File: src/rtl/led_pkg.sv
// Shared types and constants for the LED fade sequencer.
// Holds the FSM state encoding, the duty limit and the LED mask constants.
package led_pkg;

  typedef enum logic [2:0] {
    IDLE    = 3'd0,
    UP      = 3'd1,
    HOLD_HI = 3'd2,
    DOWN    = 3'd3,
    HOLD_LO = 3'd4
  } led_state_t;

  localparam logic [7:0] DUTY_MAX   = 8'hFF;
  localparam logic [7:0] MASK_CHASE = 8'h01;
  localparam logic [7:0] MASK_ALL   = 8'hFF;

  // All-LED mask is rotation invariant, so one rotate serves both modes.
  function automatic logic [7:0] rotate_mask(input logic [7:0] m);
    return {m[6:0], m[7]};
  endfunction

endpackage

File: src/rtl/prescaler_tick.sv
// Free-running N-bit prescaler that emits a one-clk tick each time the
// counter wraps, giving one tick every 2^N enabled clocks.
module prescaler_tick #(
  parameter int N = 6
) (
  input  logic clk,
  input  logic rstn,
  input  logic ena,
  output logic tick
);

  logic [N-1:0] cnt;

  always_ff @(posedge clk or negedge rstn) begin
    if (!rstn) begin
      cnt <= '0;
    end else if (ena) begin
      cnt <= cnt + 1'b1;
    end
  end

  assign tick = ena && (cnt == {N{1'b1}});

endmodule

File: src/rtl/led_fade_sequencer.sv
// Breathing-LED controller: ramps a shared PWM duty up, holds, ramps down
// and holds, driving either all eight LEDs or a rotating single LED.
module led_fade_sequencer
  import led_pkg::*;
#(
  parameter int PRESC_PWM  = 6,
  parameter int PRESC_STEP = 18,
  parameter int STEP       = 8,
  parameter int HOLD       = 4
) (
  input  logic       clk,
  input  logic       rstn,
  input  logic       start,
  input  logic       stop,
  input  logic       mode,
  output logic       busy,
  output logic       cycle_done,
  output logic [7:0] duty,
  output logic [7:0] ledb
);

  localparam logic [8:0] STEP9 = 9'(STEP);
  localparam logic [7:0] HOLD8 = 8'(HOLD);

  led_state_t state;
  logic [7:0] mask;
  logic [7:0] hold_cnt;
  logic [7:0] pwm_cnt;
  logic       stop_pending;
  logic       pwm_tick;
  logic       step_tick;
  logic       pwm;
  logic [8:0] duty_up;
  logic [8:0] duty_dn;
  logic [7:0] duty_up_sat;
  logic [7:0] duty_dn_sat;
  logic [7:0] hold_next;

  prescaler_tick #(.N(PRESC_PWM)) u_pwm_presc (
    .clk  (clk),
    .rstn (rstn),
    .ena  (1'b1),
    .tick (pwm_tick)
  );

  prescaler_tick #(.N(PRESC_STEP)) u_step_presc (
    .clk  (clk),
    .rstn (rstn),
    .ena  (1'b1),
    .tick (step_tick)
  );

  // Ninth bit catches overflow on the way up and borrow on the way down.
  assign duty_up     = {1'b0, duty} + STEP9;
  assign duty_dn     = {1'b0, duty} - STEP9;
  assign duty_up_sat = duty_up[8] ? DUTY_MAX : duty_up[7:0];
  assign duty_dn_sat = duty_dn[8] ? 8'h00 : duty_dn[7:0];
  assign hold_next   = hold_cnt + 8'd1;

  assign pwm  = (pwm_cnt < duty);
  assign busy = (state != IDLE);

  always_ff @(posedge clk or negedge rstn) begin
    if (!rstn) begin
      pwm_cnt <= 8'h00;
      ledb    <= 8'h00;
    end else begin
      if (pwm_tick) begin
        pwm_cnt <= pwm_cnt + 8'd1;
      end
      ledb <= mask & {8{pwm}};
    end
  end

  // Sequencer: leaves IDLE on an accepted start, otherwise moves only on step ticks.
  always_ff @(posedge clk or negedge rstn) begin
    if (!rstn) begin
      state        <= IDLE;
      duty         <= 8'h00;
      mask         <= 8'h00;
      hold_cnt     <= 8'h00;
      stop_pending <= 1'b0;
      cycle_done   <= 1'b0;
    end else begin
      cycle_done <= 1'b0;
      if (stop && (state != IDLE)) begin
        stop_pending <= 1'b1;
      end
      case (state)
        IDLE: begin
          duty     <= 8'h00;
          mask     <= 8'h00;
          hold_cnt <= 8'h00;
          if (start && !stop) begin
            state        <= UP;
            mask         <= mode ? MASK_CHASE : MASK_ALL;
            stop_pending <= 1'b0;
          end
        end
        UP: begin
          if (step_tick) begin
            duty <= duty_up_sat;
            if (duty_up_sat == DUTY_MAX) begin
              state    <= HOLD_HI;
              hold_cnt <= 8'h00;
            end
          end
        end
        HOLD_HI: begin
          if (step_tick) begin
            hold_cnt <= hold_next;
            if (hold_next == HOLD8) begin
              state <= DOWN;
            end
          end
        end
        DOWN: begin
          if (step_tick) begin
            duty <= duty_dn_sat;
            if (duty_dn_sat == 8'h00) begin
              state    <= HOLD_LO;
              hold_cnt <= 8'h00;
            end
          end
        end
        HOLD_LO: begin
          if (step_tick) begin
            hold_cnt <= hold_next;
            if (hold_next == HOLD8) begin
              cycle_done <= 1'b1;
              hold_cnt   <= 8'h00;
              if (stop_pending || stop) begin
                state        <= IDLE;
                mask         <= 8'h00;
                stop_pending <= 1'b0;
              end else begin
                state <= UP;
                mask  <= rotate_mask(mask);
              end
            end
          end
        end
        default: begin
          state <= IDLE;
        end
      endcase
    end
  end

endmodule

File: config.mk
export PLATFORM = sky130hd
export DESIGN_NAME = led_fade_sequencer
export DESIGN_NICKNAME = d
export VERILOG_FILES = /design/src/rtl/led_pkg.sv /design/src/rtl/prescaler_tick.sv /design/src/rtl/led_fade_sequencer.sv
export SDC_FILE = /design/constraint.sdc
export NUM_CORES = 1
export LEC_CHECK = 0
export CAP_MARGIN = 20
export CORE_UTILIZATION = 30
export CTS_CLUSTER_DIAMETER = 80
export DETAILED_ROUTE_END_ITERATION = 10
export GPL_ROUTABILITY_DRIVEN = 0
export PLACE_DENSITY = 0.49
export SETUP_SLACK_MARGIN = 0.02
export SLEW_MARGIN = 0
export SYNTH_ARGS = -nofsm -noshare
export SYNTH_HDL_FRONTEND = slang
export SYNTH_SLANG_ARGS = --single-unit
export TNS_END_PERCENT = 10
File: constraint.sdc
create_clock -name clk -period 2.1 [get_ports clk]
set_input_delay 0.42 -clock clk [delete_from_list [all_inputs] [get_ports clk]]
set_output_delay 0.42 -clock clk [all_outputs]
set_load 0.005 [all_outputs]
# ---- Word-level counts from Yosys, hierarchy flattened
# Index checks and enable logic that the tools add are counted.
dict set report word_totals {
  regBits 69
  in_bits 5
  out_inout_bits 18
  word_cells 88
}
dict set report op_classes {
  n_addsub 6
  magnitude_cmp 1
  n_eq_ne 17
  muxes 39
  n_bitwise 1
  n_reduce_logical 14
}
# operator count
set op_table {}
lappend op_table {{2-to-1 mux 8 bit} 16}
lappend op_table {{one-hot mux 8 bit (5 select lines)} 1}
lappend op_table {{2-to-1 mux 3 bit} 9}
lappend op_table {{one-hot mux 8 bit (3 select lines)} 1}
lappend op_table {{adder 18 x 1 -> 18 bit, second input constant} 1}
lappend op_table {{== test 18 bit, second input constant} 1}
lappend op_table {{!= test 2 bit, second input constant} 9}
lappend op_table {{adder 8 x 1 -> 8 bit, second input constant} 2}
lappend op_table {{one-hot mux 8 bit (2 select lines)} 1}
lappend op_table {{one-hot mux 3 bit (5 select lines)} 1}
lappend op_table {{adder 8 x 4 -> 9 bit, second input constant} 1}
lappend op_table {{2-to-1 mux 1 bit} 9}
lappend op_table {{AND reduction 9 bit} 1}
lappend op_table {{subtractor 8 x 4 -> 9 bit, second input constant} 1}
lappend op_table {{AND 8 bit} 1}
lappend op_table {{== test 8 x 3 -> 1 bit, second input constant} 1}
lappend op_table {{== test 8 bit, second input constant} 1}
lappend op_table {{zero test 8 bit} 1}
lappend op_table {{< comparator 8 bit} 1}
lappend op_table {{AND reduction 7 bit} 1}
lappend op_table {{adder 6 x 1 -> 6 bit, second input constant} 1}
lappend op_table {{== test 3 x 2 -> 1 bit, second input constant} 2}
lappend op_table {{== test 6 bit, second input constant} 1}
lappend op_table {{AND reduction 3 bit} 2}
lappend op_table {{10 further kinds} 12}

# ---- Depth between registers and ports, before layout
# Gate-level depths: netlist of run 1.
dict set report logic_depth {
  depth_word 7
  depth_mapped 10
  depth_no_buf 8
}

# ---- Hierarchy
# From an unflattened synthesis of run 1, not the netlist that was laid out.
dict set report unflattened {
  hier_cells 357
  hier_area_um2 3679.8
}
# module n_inst cells_per_inst area_each_um2 seq_area_each_um2
set by_module_without_submodules {}
lappend by_module_without_submodules {led_fade_sequencer 1 268 2557.5 1126.1}
lappend by_module_without_submodules {{prescaler_tick (u_step_presc)} 1 69 864.6 450.4}
lappend by_module_without_submodules {{prescaler_tick (u_pwm_presc)} 1 20 257.7 150.1}

# ---- Worst setup path after synthesis of run 1
# OpenSTA, ideal clock, no wires.
dict set report synth_path {
  kind {register -> register}
  startpoint {register duty[3]}
  endpoint {register hold_cnt[4]}
  arrival_time_ns 2.260
  path_slack_ns -0.255
  stages_incl_launch_ff 10
  synth_period_minus_slack_ns 2.355
  path_cell_list {dfrtp_1 -> clkbuf_1 -> inv_1 -> ha_1 -> nor4b_1 -> a22oi_1 -> o21ai_0 -> o2111ai_1 -> or2_2 -> o31ai_1}
}
dict set report synth_via {
  elab_chain_cells 5
  word_cells_on_any_way 9
}
# element line_no
set synth_lines {}
lappend synth_lines {{from (decl)} led_fade_sequencer.sv:18} ;# output logic [7:0] duty,
lappend synth_lines {{from (signal assigned)} led_fade_sequencer.sv:102} ;# duty <= duty_up_sat;
lappend synth_lines {{from (signal assigned)} led_fade_sequencer.sv:119} ;# duty <= duty_dn_sat;
lappend synth_lines {{adder 8 x 4 -> 9 bit / subtractor 8 x 4 -> 9 bit (equally long branches)} {led_fade_sequencer.sv:54, led_fade_sequencer.sv:55}}
lappend synth_lines {{2-to-1 mux 8 bit, on equally long branches} {led_fade_sequencer.sv:56, led_fade_sequencer.sv:57}}
lappend synth_lines {{== test 8 bit / zero test 8 bit (equally long branches)} {led_fade_sequencer.sv:103, led_fade_sequencer.sv:120}}
lappend synth_lines {{!= test 2 bit (no source line)} --}
lappend synth_lines {{AND reduction 7 bit (no source line) (*)} --}
lappend synth_lines {{to (signal assigned)} led_fade_sequencer.sv:111} ;# hold_cnt <= hold_next;
lappend synth_lines {{to (signal assigned)} led_fade_sequencer.sv:128} ;# hold_cnt <= hold_next;
lappend synth_lines {{to (decl)} led_fade_sequencer.sv:27} ;# logic [7:0] hold_cnt;
# Every way passes the cells marked *; elsewhere a longest branch is shown, timed or not.
# A chain may end at the register's enable or synchronous reset.

# ---- Worst setup path after layout of run 1
dict set report layout_path {
  startpoint {register u_step_presc.cnt[1]}
  endpoint {register duty[2]}
}
dict set report layout_via {
  elab_chain_cells 3
  word_cells_on_any_way 4
}
# element line_no
set layout_lines {}
lappend layout_lines {{from (decl)} prescaler_tick.sv:12} ;# logic [N-1:0] cnt;
lappend layout_lines {{from (signal assigned)} prescaler_tick.sv:18} ;# cnt <= cnt + 1'b1;
lappend layout_lines {{== test 18 bit (*)} prescaler_tick.sv:22} ;# assign tick = ena && (cnt == {N{1'b1}});
lappend layout_lines {{!= test 2 bit (no source line)} --}
lappend layout_lines {{AND reduction 3 bit (no source line) (*)} --}
# Marks and branches as above.

==> implementation parameters, run 1 <==
Parameter                              Value

Worst setup path
  Startpoint-to-endpoint class of the critical path ... reg -> reg
  Critical-path maximum fanout ... 12
  Setup crit end kind ... flop
  Crit path launch type ... flop
  Worst Path Required ... 2.32 ns
  FF-to-FF setup slack ... 0.02 ns
  Arrival time at the worst endpoint ... ~2.3 ns

Layout
  Final #Nets ... between 400 and 500
  Share of post-route cells with drive strength above 1 ... 22.4%
  Area delta synth->final ... 30.9%
  Multi-input gate area in the final layout ... 1800 um2
  Sequential cell area ... about 1700 um2
  Area of all placed cells without fillers ... 4620 um2
  Fill cell instance count of the final layout ... around 1100
  Count of antenna diodes in the layout ... 0

Synthesis
  Syn_area_per_cell ... 9.89 um2
  Most frequently used flop master after synthesis ... dfrtp_1
  Async S/R FF share, synth ... 100%
  Number of synthesized flops with an enable pin ... 0
  Top-count cell post-synth ... dfrtp_1
  Number of library cell types mapped by synthesis ... 55
  Top cells by instance count after synthesis ... 69 x dfrtp_1, 35 x nand2_1, 34 x nor2_1
  Synthesized netlist net count ... approximately 380
  Area of the mapped netlist ... 3530 um2
  Post-synthesis cell count ... 357
  Fraction of synthesized cell area taken by the top area cell type ... roughly half
  Synth top area cells ... dfrtp_1 49%, ha_1 4.6%, xnor2_1 4.5%
  Yosys warns ... 0
  Number of synthesized register bits ... between 60 and 70
  Cell accounting for the most synthesized area ... dfrtp_1
  Register area share after synthesis ... between 40% and 50%

Clock tree
  Clock tree from TritonCTS ... built
  Buffer levels on the longest clock path ... 2
  Clock root buffer ... clkbuf_16
  H-tree levels ... 3
  Clock transition at the registers of the reported paths ... 0.06 ns
  Worst-Skew Late Latency ... 0.33 ns
  Inserted Clock Buffers ... 9
  Number of sinks handled by clock tree synthesis ... 69

Place
  Final HPWL DP ... around 5.4 mm
  Count of buffers from port buffering ... 22
  Area of placed instances ... 4200 um2

STA
  Post-route clock skew ... 0.00652 ns
  Max-slew violations ... 0
  Crit share post-route ... 98.9%
  Max Clock Freq ... 481 MHz
  Period minus WS final ... between 2 and 2.5 ns
  Final Hold Slack ... approximately 0.46 ns
  Unrepaired setup endpoints after global routing ... true
  Finish-stage setup viols ... 0
  Slew margin rel. ... 72.6%
  Worst slew pin tran ... 0.411 ns
  Hold Vio Cnt, Final ... 0

Floorplan
  Floorplan die width ... 111 um
  Top Ports ... 23
  Vert. Die Dim ... 111 um
  Standard-cell rows ... 39
  Area of the die ... ~12000 um2
  Placeable core region ... 11500 um2
  Starting Density ... 30.8%

Detailed routing
  Number of design rule violations left after detail routing ... 0
  Final antenna-violating net count ... 0
  Violation count after the first detailed-routing iteration ... approximately 130
  Via density ... 4.96
  Number of vias in the routed layout ... 2835
  Total length of routed wires ... 7.74 mm
  Routed wire length per instance ... 13.5 um
  Number of search-and-repair iterations in the first detailed-routing pass ... 5

Flow run
  Max capacitance violation total ... 0

Global route
  Antenna violations before repair ... 0
  First-pass GRT wire length ... 13.2 mm
  Grt ovf ... 0
  Vias in the first global route ... ~2800
  Pin count of the biggest net entering global routing ... 62
  Tot GR Track Use ... between 10% and 20%

Power and ir drop
  Share of power burned in registers ... 37.9%
  Portion of total power attributed to combinational logic ... roughly a quarter
  Cell-internal power ... 2.96 mW
  Clock group share of total power ... between 30 and 40%
  Power per cell area ... between 900 and 1000 nW/um2
  Leakage power total ... between 2 and 2.5 nW
  Worst vdd rail ir drop ... 0.481 mV
  Net Sw Frac ... 29.6%
  P_sw ... around 1.2 mW

Outcome
  Result of the run ... finished clean

Worst hold path
  Hold Path Class ... reg -> reg
[final timing paths]
check | startpoint | end | cells after the start
min | u_pwm_presc.cnt[5] | u_pwm_presc.cnt[5] | 1
max | u_step_presc.cnt[1] | duty[2] | 7
min in group asynchronous | rstn | ledb[7] | 2
max reg2reg | u_step_presc.cnt[1] | duty[2] | 7
max in group asynchronous | rstn | pwm_cnt[1] | 3
min reg2reg | u_pwm_presc.cnt[5] | u_pwm_presc.cnt[5] | 1
[routing by layer]
layer,share of wire [%],global-route usage (%),vias up
li1,-,-,1402
met1,48,17.2,1385
met2,48,21.7,36
met3,2.4,3.40,12
met4,1.6,5.69,0
met5,0,0,-
[kinds of logic after synthesis]
logic type | synth area share, %
adder cells (fa/ha/maj) | 4.89
multiplexers | 1.20
XOR/XNOR | 6.94
flip-flops | 48.9
AO/OA/AOI/OAI | 13.5
buffers and inverters | 3.65
AND/OR/NAND/NOR | 20.9
[sequential cells by signal (all words and copies together) (netlist names)]
register	count
u_step_presc.cnt	18
pwm_cnt	8
cycle_done	1
u_pwm_presc.cnt	6
hold_cnt	8
state	3
stop_pending	1
mask	8
ledb	8
duty	8
[cell usage in the layout (no fill, tap or decap), types with 3 or more instances in the layout]
cell type        count
a21o_1               4
a21oi_1             15
a31oi_1              3
and3_1               7
and3_2               4
buf_4               40
clkbuf_16            9
clkdlybuf4s50_1     20
clkinv_2             3
dfrtp_1             69
ha_1                11
inv_1               14
nand2_1             35
nand2b_1             8
nand3_1             18
nand4_1              6
nor2_1              31
nor2_2               3
nor3_1               4
o21ai_0             18
o21ai_1              8
o21ai_2              4
o22ai_1              3
o31ai_1              5
xnor2_1             18
xor2_1              10
[power groups by stage]
stage	Clock, mW	Combinational [mW]	Sequential, mW
6_report	1.54	1.07	1.59
5_1_grt	1.64	1.18	1.61
4_1_cts	1.58	1.05	1.59
3_5_place_dp	0	0.981	1.61
3_3_place_gp	0	0.974	1.61
2_1_floorplan	0	0.549	1.59
[repair_timing]
item                                    CTS  global route
setup buffers                             1             0
gates cloned                              1             0
endpoints found under the setup margin   19            30
gates resized for setup                  13             9
hold buffers                              1             0
pin swaps                                 7             5
hold endpoints to repair                  8             0
[metrics by stage]
step	setup TNS [ns]	setup WS (ns)	std cells	utilization (%)	total power, mW
after detailed placement	-0.770	-0.102	553	36.6	2.59
after floorplan	-0.0941	-0.0160	357	-	2.14
after CTS	0	0.0213	572	40.1	4.22
after global placement	-0.288	-0.0394	553	36.6	2.58
final	0	0.0225	572	40.3	4.20
after global routing	-0.890	-0.101	572	40.3	4.43
[critical path: stages, from the launching register on]
cell,delay (ns)
dfrtp_1,0.35
ha_1,0.16
and3_4,0.20
nand3_4,0.08
or4_4,0.54
a21o_4,0.27
o21ai_1,0.14
o2bb2a_1,0.22
[area by class of cell]
type | instances | share of cell area [%]
Clock buffer | 10 | 5.17
Clock inverter | 6 | 1.33
Inverter | 15 | 1.22
Multi-Input combinational cell | 264 | 39.0
Sequential cell | 69 | 37.4
Tap cell | 143 | 3.87
Timing Repair Buffer | 65 | 12.1
Note: power is estimated with default switching activity, not from simulation.
==> run 2, diff against run 1 <==
Settings changed: CTS_CLUSTER_DIAMETER 80 to 50, RECOVER_POWER set to 25.
==> run 2 against run 1 <==
Compared with the run above: first-iteration DRC count is 7.6% lower; sequential share of layout area grew 0.11 points; fmax grew 0.18%; largest cell class unchanged.
==> implementation parameters, run 2 (synthesis gave the netlist of run 1 again) <==
Parameter                              Value

Power and ir drop
  Leakage power total ... 2.06 nW
  Share of power burned in registers ... 37.9%
  Net Sw Frac ... approximately 30%
  Portion of total power attributed to combinational logic ... roughly 25%
  Power per cell area ... 910 nW/um2
  P_sw ... ~1.2 mW
  Cell-internal power ... between 2 and 3 mW
  Clock group share of total power ... 36.8%
  Worst vdd rail ir drop ... a little under 0.5 mV

STA
  Crit share post-route ... a little over nine tenths
  Post-route clock skew ... 0.00652 ns
  Max-slew violations ... 0
  Max Clock Freq ... 482 MHz
  Period minus WS final ... between 2 and 2.5 ns
  Unrepaired setup endpoints after global routing ... true
  Finish-stage setup viols ... 0
  Hold Vio Cnt, Final ... 0
  Slew margin rel. ... 44.0%
  Worst slew pin tran ... roughly 0.84 ns

Worst setup path
  Crit path launch type ... flop
  FF-to-FF setup slack ... 0.03 ns
  Setup crit end kind ... flop
  Gate family responsible for the most delay along the worst path ... simple AND/OR/NAND/NOR gates
  Maximum single-stage delay on the critical path ... between 0.5 and 0.6 ns
  Arrival time at the worst endpoint ... 2.29 ns
  Capture instance of the worst register-to-register path ... duty[2]
  Startpoint-to-endpoint class of the critical path ... reg -> reg
  FF-to-FF Start ... u_step_presc.cnt[1]
  Master of the slowest instance on the critical path ... or4_4
  R2R depth ... 7
  Worst Path Required ... between 2 and 2.5 ns
  Number of buffers and inverters on the critical path ... 0
  Cells along the critical path ... ha_1 > and3_4 > nand3_4 > or4_4 > a21o_4 > o21ai_1 > o2bb2a_1
  Critical-path maximum fanout ... 12

Global route
  Tot GR Track Use ... 13.5%
  Vias in the first global route ... between 2000 and 3000
  First-pass GRT wire length ... approximately 13 mm
  Pin count of the biggest net entering global routing ... 62
  Grt ovf ... 0
  Antenna violations before repair ... 0

Worst hold path
  Worst hold path cell count ... 1
  Hold endpoint ... u_pwm_presc.cnt[5]
  Hold wc startpoint ... u_pwm_presc.cnt[5]
  Hold Path Class ... reg -> reg

Layout
  Most frequent cells in the layout ... 69 x dfrtp_1, 38 x buf_4, 35 x nand2_1, 31 x nor2_1, 20 x clkdlybuf4s50_1
  Final #Nets ... 442
  Final cell utilization of the core ... about two fifths
  Area delta synth->final ... 30.5%
  Final cell count without fillers ... 572
  Register ranked first by flip-flop count ... u_step_presc.cnt
  Share of post-route cells with drive strength above 1 ... 22.1%
  Flip-flop count of the largest register after layout ... 18
  Count of antenna diodes in the layout ... 0
  Most common cell after layout, fill and taps aside ... dfrtp_1

Floorplan
  Vert. Die Dim ... 111 um
  Starting Density ... 30.8%
  Standard-cell rows ... 39
  Top Ports ... 23
  Floorplan die width ... between 100 and 150 um
  Placeable core region ... roughly 11000 um2
  Area of the die ... roughly 12000 um2

Clock tree
  H-tree levels ... 3
  Clock tree from TritonCTS ... built
  Worst-Skew Late Latency ... about 0.33 ns
  Clock transition at the registers of the reported paths ... 0.06 ns
  Buffer levels on the longest clock path ... 2
  Clock root buffer ... clkbuf_16
  Number of sinks handled by clock tree synthesis ... 69
  Inserted Clock Buffers ... 9

Flow run
  Max capacitance violation total ... 0

Place
  Count of buffers from port buffering ... 22
  Final HPWL DP ... 5.36 mm
  Total instance count after detailed placement ... 553

Detailed routing
  Violation count after the first detailed-routing iteration ... 122
  Routed wire length per instance ... roughly 14 um
  Number of design rule violations left after detail routing ... 0
  Number of search-and-repair iterations in the first detailed-routing pass ... 4
  Total length of routed wires ... 7.74 mm
  Number of vias in the routed layout ... 2835
  Final antenna-violating net count ... 0
  Via density ... slightly below 5

Outcome
  Result of the run ... finished clean
-- run 2: cell types whose count changed in the layout (fill, tap and decap cells not counted), sizes merged --
cell / change
buf: -4
clkbuf: +4
-- run 2: worst max path at each step --
stage | startpoint | end | slack (ns) | cells after the start
2_1_floorplan | hold_cnt[3] | mask[0] | -0.02 | 7
3_3_place_gp | duty[3] | hold_cnt[3] | -0.04 | 9
3_5_place_dp | duty[4] | hold_cnt[5] | -0.10 | 9
4_1_cts | state[2] | busy | 0.02 | 3
5_1_grt | duty[4] | hold_cnt[5] | -0.10 | 9
6_report | u_step_presc.cnt[1] | duty[2] | 0.03 | 7
-- run 2: layout make-up --
class	instances	area, um2
Inverter	15	56.3
Sequential cell	69	1730
Timing Repair Buffer	65	546
Multi-Input combinational cell	264	1800
Clock inverter	6	61.3
Tap cell	143	179
Clock buffer	10	239
Fill cell	1082	6860
-- run 2: power groups by stage --
| stage | logic (mW) | registers, mW | clock network, mW |
|---|---|---|---|
| global placement | 0.974 | 1.61 | 0 |
| detailed placement | 0.981 | 1.61 | 0 |
| global route | 1.18 | 1.61 | 1.64 |
| floorplan | 0.549 | 1.59 | 0 |
| CTS | 1.05 | 1.59 | 1.58 |
| finish | 1.06 | 1.59 | 1.54 |
-- run 2: metal layers --
| layer | global-route usage [%] | vias to the layer above | wire length, um |
|---|---|---|---|
| met2 | 21.7 | 36 | 3730 |
| met1 | 17.2 | 1385 | 3700 |
| met4 | 5.69 | 0 | 127 |
| met5 | 0 | - | 0 |
| met3 | 3.40 | 12 | 186 |
| li1 | - | 1402 | - |
-- run 2: stage by stage --
stage               setup TNS, ns  hold WS, ns  instance area (um2)  total power [mW]  worst slack (ns)
floorplan                 -0.0941        0.124                 3570              2.14           -0.0160
global placement           -0.288        0.287                 4200              2.58           -0.0394
detailed placement         -0.770        0.292                 4200              2.59            -0.102
CTS                             0        0.473                 4590              4.22            0.0213
global route               -0.864        0.492                 4610              4.43            -0.101
finish                          0        0.465                 4610              4.19            0.0263
-- run 2: timing repair --
action	4_1_cts	5_1_grt
setup buffers	1	0
setup endpoints to repair	19	30
pin swaps	7	5
endpoints found under the hold margin	8	0
gates resized for setup	13	9
gates cloned	1	0
hold buffers	1	0
